<file path="config.mk">
export PLATFORM = sky130hd
export DESIGN_NAME = exception_ctrl
export DESIGN_NICKNAME = d
export VERILOG_FILES = /design/src/rtl/exc_pkg.sv /design/src/rtl/exc_prio_enc.sv /design/src/rtl/exception_ctrl.sv
export SDC_FILE = /design/constraint.sdc
export NUM_CORES = 1
export LEC_CHECK = 0
export CAP_MARGIN = 20
export CORE_ASPECT_RATIO = 0.75
export CORE_MARGIN = 10
export CORE_UTILIZATION = 50
export DETAILED_ROUTE_END_ITERATION = 12
export PLACE_DENSITY_LB_ADDON = 0.2
export SYNTH_ARGS = -nofsm -noshare
export SYNTH_HDL_FRONTEND = slang
export SYNTH_SLANG_ARGS = --single-unit
</file>
<file path="constraint.sdc">
create_clock -name clk -period 12.05 [get_ports clk]
set_clock_uncertainty 0.1 [all_clocks]
set_input_delay 1.205 -clock clk [delete_from_list [all_inputs] [get_ports clk]]
set_output_delay 1.205 -clock clk [all_outputs]
set_load 0.01 [all_outputs]
</file>
<file path="src/rtl/exc_pkg.sv">
// Shared types and constants for the nestable exception controller.
// Stack entries are sized for the widest datapath and truncated by the top.
package exc_pkg;

    localparam int unsigned EXC_XLEN  = 64;
    localparam int unsigned EXC_ESR_W = 8;

    typedef struct packed {
        logic [EXC_XLEN-1:0]  elr;
        logic [EXC_XLEN-1:0]  err;
        logic [EXC_ESR_W-1:0] esr;
    } exc_entry_t;

    localparam logic [1:0] EDS_ELR = 2'b00;
    localparam logic [1:0] EDS_ESR = 2'b01;
    localparam logic [1:0] EDS_ERR = 2'b10;
    localparam logic [1:0] EDS_LVL = 2'b11;

    localparam logic [EXC_XLEN-1:0] EXC_VBASE   = 64'hD8;
    localparam logic [EXC_XLEN-1:0] EXC_VSTRIDE = 64'h20;

endpackage

</file>
<file path="src/rtl/exc_prio_enc.sv">
// Fixed-priority encoder: the lowest-index asserted request wins.
module exc_prio_enc #(
    parameter int unsigned NSRC = 4,
    parameter int unsigned IW   = (NSRC > 1) ? $clog2(NSRC) : 1
) (
    input  logic [NSRC-1:0] req,
    output logic            valid,
    output logic [IW-1:0]   idx
);

    always_comb begin
        valid = 1'b0;
        idx   = '0;
        // Scan high to low so the lowest set bit is the last assignment.
        for (int i = NSRC - 1; i >= 0; i--) begin
            if (req[i]) begin
                valid = 1'b1;
                idx   = IW'(i);
            end
        end
    end

endmodule

</file>
<file path="src/rtl/exception_ctrl.sv">
// Multi-source, nestable exception controller: prioritises requests, vectors each source
// to its own handler and keeps a stack of return state so handlers can be preempted.
module exception_ctrl
    import exc_pkg::*;
#(
    parameter int unsigned   N       = 64,
    parameter int unsigned   NSRC    = 4,
    parameter int unsigned   DEPTH   = 2,
    parameter logic [N-1:0]  VBASE   = N'(EXC_VBASE),
    parameter logic [N-1:0]  VSTRIDE = N'(EXC_VSTRIDE)
) (
    input  logic                         clk,
    input  logic                         reset,
    input  logic [NSRC-1:0]              Exc,
    input  logic [3:0]                   EStatus,
    input  logic                         ERet,
    input  logic [N-1:0]                 NextPC,
    input  logic [N-1:0]                 imem_addr,
    input  logic [N-1:0]                 ALUBranch,
    input  logic [1:0]                   EDataSel,
    output logic                         EProc,
    output logic [N-1:0]                 EVAddr,
    output logic [N-1:0]                 PCBranch,
    output logic [N-1:0]                 readData,
    output logic [NSRC-1:0]              ExcAck,
    output logic [$clog2(DEPTH+1)-1:0]   Level
);

    localparam int unsigned LW = $clog2(DEPTH + 1);
    localparam int unsigned IW = (NSRC > 1) ? $clog2(NSRC) : 1;

    exc_entry_t stack [DEPTH];
    exc_entry_t top;
    exc_entry_t new_entry;

    logic          win_valid;
    logic [IW-1:0] win_idx;
    logic [IW-1:0] top_src;
    logic          level_zero;
    logic          take;
    logic          pop;

    // A source is masked during its own ack cycle so a slow deassert is not retaken.
    exc_prio_enc #(
        .NSRC (NSRC),
        .IW   (IW)
    ) u_prio_enc (
        .req   (Exc & ~ExcAck),
        .valid (win_valid),
        .idx   (win_idx)
    );

    always_comb begin
        top = '0;
        for (int i = 0; i < DEPTH; i++) begin
            if (Level == LW'(i + 1)) top = stack[i];
        end
    end

    assign top_src    = top.esr[4 +: IW];
    assign level_zero = (Level == '0);
    assign take       = win_valid && (Level < LW'(DEPTH)) && (level_zero || (win_idx < top_src));
    assign pop        = ERet && !level_zero && !take;

    assign EProc    = take;
    assign EVAddr   = take ? (VBASE + N'(win_idx) * VSTRIDE) : '0;
    assign PCBranch = pop ? N'(top.elr) : ALUBranch;

    always_comb begin
        new_entry     = '0;
        new_entry.err = EXC_XLEN'(imem_addr);
        // A colliding ERET must re-execute once this handler returns.
        new_entry.elr = ERet ? EXC_XLEN'(imem_addr) : EXC_XLEN'(NextPC);
        new_entry.esr = EXC_ESR_W'({win_idx, EStatus});
    end

    always_comb begin
        readData = '0;
        case (EDataSel)
            EDS_ELR: readData = level_zero ? '0 : N'(top.elr);
            EDS_ESR: readData = level_zero ? '0 : N'(top.esr);
            EDS_ERR: readData = level_zero ? '0 : N'(top.err);
            EDS_LVL: readData = N'(Level);
            default: readData = '0;
        endcase
    end

    always_ff @(posedge clk) begin
        if (reset) begin
            Level  <= '0;
            ExcAck <= '0;
            for (int i = 0; i < DEPTH; i++) stack[i] <= '0;
        end else begin
            ExcAck <= take ? (NSRC'(1) << win_idx) : '0;
            if (take) begin
                for (int i = 0; i < DEPTH; i++) begin
                    if (Level == LW'(i)) stack[i] <= new_entry;
                end
                Level <= Level + LW'(1);
            end else if (pop) begin
                for (int i = 0; i < DEPTH; i++) begin
                    if (Level == LW'(i + 1)) stack[i] <= '0;
                end
                Level <= Level - LW'(1);
            end
        end
    end

endmodule

</file>
==> impl_results.md <==
* I/O pin total at 404
* Register area at 0.00817 mm2
* Top FF cell, synth: edfxtp_1
* Share of layout cells above drive strength 1 at 6.80%
* Slew margin rel. at 35.2%
* Clock share of power at 21.4%
* Die Y at 160 um
* Final min period at 5.70 ns
* Final setup margin at 6.35 ns
* Global-route wire length before repair at 56.4 mm
* All-Layer GR Usage at 21.2%
* Post-CTS Setup Bufs at 0
* Reg power frac at 45.2%
* Post-DRT Antenna Nets at 0
* WP data required at 10.74 ns
* Status: completed
* R2r setup slk at 6.94 ns
* Comb pwr share at 33.4%
* Post-CTS sizing at 0
* Worst path bufs/invs at 4
* Met3 Track Usage GR at 6.38%
* Area of the multi-input gates at 0.00423 mm2
* Post-synthesis sequential area ratio at 62.2%
* Reg2Reg Capture Point: stack[0][148]
* Syn_area_per_cell at 13.0 um2
* Met1 Use GR at 26.8%
* Critical Path Slowest Stage Cell: clkdlybuf4s50_1
* Area grow syn2layout at 32.6%
* First-pass iteration count of the detailed router at 5
* Setup TNS at 0 ns
* PortBufs at 345
* Max Slew Vio Count at 0
* CP arrival at 4.40 ns
* Hold_buf cts at 0
* Max Clk Rate at 175 MHz
* Pin count of the biggest net entering global routing at 77
* Setup WS pre-CTS at 6.27 ns
* Placed Area at 0.0166 mm2
* Clk sinks at 274
* Fillers at 1899
* Leakage at 6.51 nW
* Hold endpoint: Level[1]
* Max-cap violations at 0
* Worst R2R Start: Level[1]
* Row cnt at 51
* Post-detail-place hpwl at 25.3 mm
* Pwr Density at 209 mW/mm2
* Asr flop ratio synth at 0%
* Number of synthesized register bits at 274
* H-tree depth at 1
* Final instance area at 0.0174 mm2
* Vias in the first global route at 9394
* Final Cycle Share at 47.3%
* Reg2reg path depth at 12
* Max incr delay on CP at 0.57 ns
* Hold depth at 2
* Final net count at 1530
* Core footprint at 0.0259 mm2
* Vias per cell at 5.45
* Initial Util at 50.7%
* Max FO, Critical Path at 34
* Detailed Route Iter0 Violations at 644
* Critical path type: in2out
* Grt ovf at 0
* Final Hold Fails at 0
* Met2 GRT Util at 35.3%
* CTS tree: done
* Clock Latency Late Sink at 0.53 ns
* CP Capture Type: output port
* Clock Tree Buf Depth at 3
* Syn. warnings at 0
* Internal at 0.00247 W
* Initial antenna violation count at 7
* Busiest grt layer: met2
* Cells after Synth at 1011
* HP Class: reg2reg
* Routed WL at 37.4 mm
* Hold_sp: Level[1]
* RSZ-0062 raised after global routing: no
* Die area at 0.0332 mm2
* CTS Buf Count at 28
* Fin Hold WS at 0.524 ns
* CTS root buffer: clkbuf_16
* Final Setup Violations at 0
* Drt drc at 0
* Die Wd at 207 um
* Wire length per cell at 22.2 um
* Switching part of the total power at 32.1%
* Clk pin slew, worst setup/hold paths at 0.06 ns
* Post-route core utilization at 67.2%
* Yosys cell types at 45
* Net switching power at 0.00117 W
* IR drop worst, VDD at 0.128 mV
* Worst slew pin tran at 0.972 ns
* Commonest non-fill, non-tap cell in the layout: clkdlybuf4s50_1
* Number of synthesized flops with an enable pin at 268
* CP Launch Type: input port
* Crit path max-delay family: buffers and inverters
* Most frequent cells in the layout: clkdlybuf4s50_1 (344), edfxtp_1 (268), mux2i_1 (104), a22oi_1 (103), nor2_1 (80)
* Via count at 9183
* Most used cell, CP: clkdlybuf4s50_1
* Synth Cell Area at 0.0131 mm2
* GPL Wtd Cong at 0.788
* Cell Chain, Critical Path: clkdlybuf4s50_1 > nand2b_1 > nand3_1 > inv_1 > ha_1 > nand2_1 > o21a_1 > a21oi_4 > buf_4 > mux2i_1 > clkdlybuf4s50_1
## through the flow
step	instances	power [W]
floorplan	1068	0.00239
global placement	1634	0.00283
detailed placement	1634	0.00287
CTS	1682	0.00365
global route	1684	0.00381
finish	1686	0.00363
## cell type report
class                           instances  area share (%)
Multi-Input combinational cell        611            24.3
Clock buffer                           37            4.34
Timing Repair Buffer                  360            20.6
Inverter                               46           0.992
Antenna cell                            3          0.0431
Tap cell                              344            2.47
Sequential cell                       274            46.9
Clock inverter                         11           0.295
## synthesized netlist by cell type (2+ instances only)
library cell / n / area (um2)
edfxtp_1: 268 / 8050
a22oi_1: 103 / 773
clkbuf_1: 43 / 161
buf_4: 67 / 503
a211o_1: 3 / 26.3
ha_1: 4 / 50.1
o21ai_0: 19 / 95.1
o22ai_1: 40 / 250
buf_6: 7 / 78.8
a32oi_1: 2 / 17.5
a221o_1: 2 / 20.0
inv_1: 46 / 173
nand2b_1: 4 / 25.0
and2_1: 68 / 425
nor3_1: 2 / 10.0
o221ai_1: 4 / 35.0
nor2_1: 80 / 300
dfxtp_1: 6 / 120
buf_2: 15 / 75.1
mux2_2: 24 / 270
nor2b_1: 2 / 12.5
a22o_1: 24 / 210
nor4_1: 2 / 12.5
a21oi_1: 11 / 55.1
buf_1: 5 / 18.8
nand2_1: 36 / 135
nor4b_1: 2 / 17.5
o211ai_1: 2 / 15.0
mux2i_1: 104 / 1040
## metal layers
| layer | up-vias | share of wire [%] |
|---|---|---|
| li1 | 4295 | - |
| met1 | 4440 | 41 |
| met2 | 390 | 49 |
| met3 | 54 | 8.2 |
| met4 | 4 | 1.8 |
| met5 | - | 0.091 |
## power by group through the flow
| stage | combinational (W) | clock, W | sequential, W |
|---|---|---|---|
| after floorplan | 0.000732 | 0 | 0.00166 |
| after global placement | 0.00119 | 0 | 0.00164 |
| after detailed placement | 0.00121 | 0 | 0.00166 |
| after CTS | 0.00122 | 0.000786 | 0.00165 |
| after global routing | 0.00131 | 0.000825 | 0.00168 |
| final | 0.00121 | 0.000777 | 0.00164 |
## state kept, by name, indices dropped and copies added, names as in the netlist
signal	cells
ExcAck	4
Level	2
stack	268
## worst register-to-register path, stage by stage (launching register included)
cell and delay (ns):
dfxtp_1 0.40, inv_1 0.15, ha_1 0.61, nand2_1 0.13, nor2_1 0.11, a21oi_1 0.07, ha_1 0.36, nand2_1 0.11
o21a_1 0.25, a21oi_4 0.17, buf_4 0.42, a221o_4 0.89, buf_4 0.93
## worst max path at each step
stage | depth (start not counted) | startpoint | slack [ns] | end
4_1_cts | 11 | Exc[0] | 6.37 | PCBranch[4]
6_report | 11 | Exc[0] | 6.35 | PCBranch[45]
3_5_place_dp | 11 | Exc[0] | 6.27 | stack[0][80]
3_3_place_gp | 11 | Exc[0] | 6.33 | stack[0][80]
5_1_grt | 12 | Exc[2] | 6.15 | PCBranch[45]
2_1_floorplan | 10 | Exc[2] | 5.68 | stack[0][134]
## cells by family after synthesis
family                     share of synthesized area [%]
other                                             0.0286
DFF                                                 62.2
buffers and inverters                               7.69
and+or+nand+nor                                     7.50
muxes                                               9.99
AOI/OAI and AO/OA                                   12.2
adders and majority gates                          0.381
(Power assumes the default switching activity.)
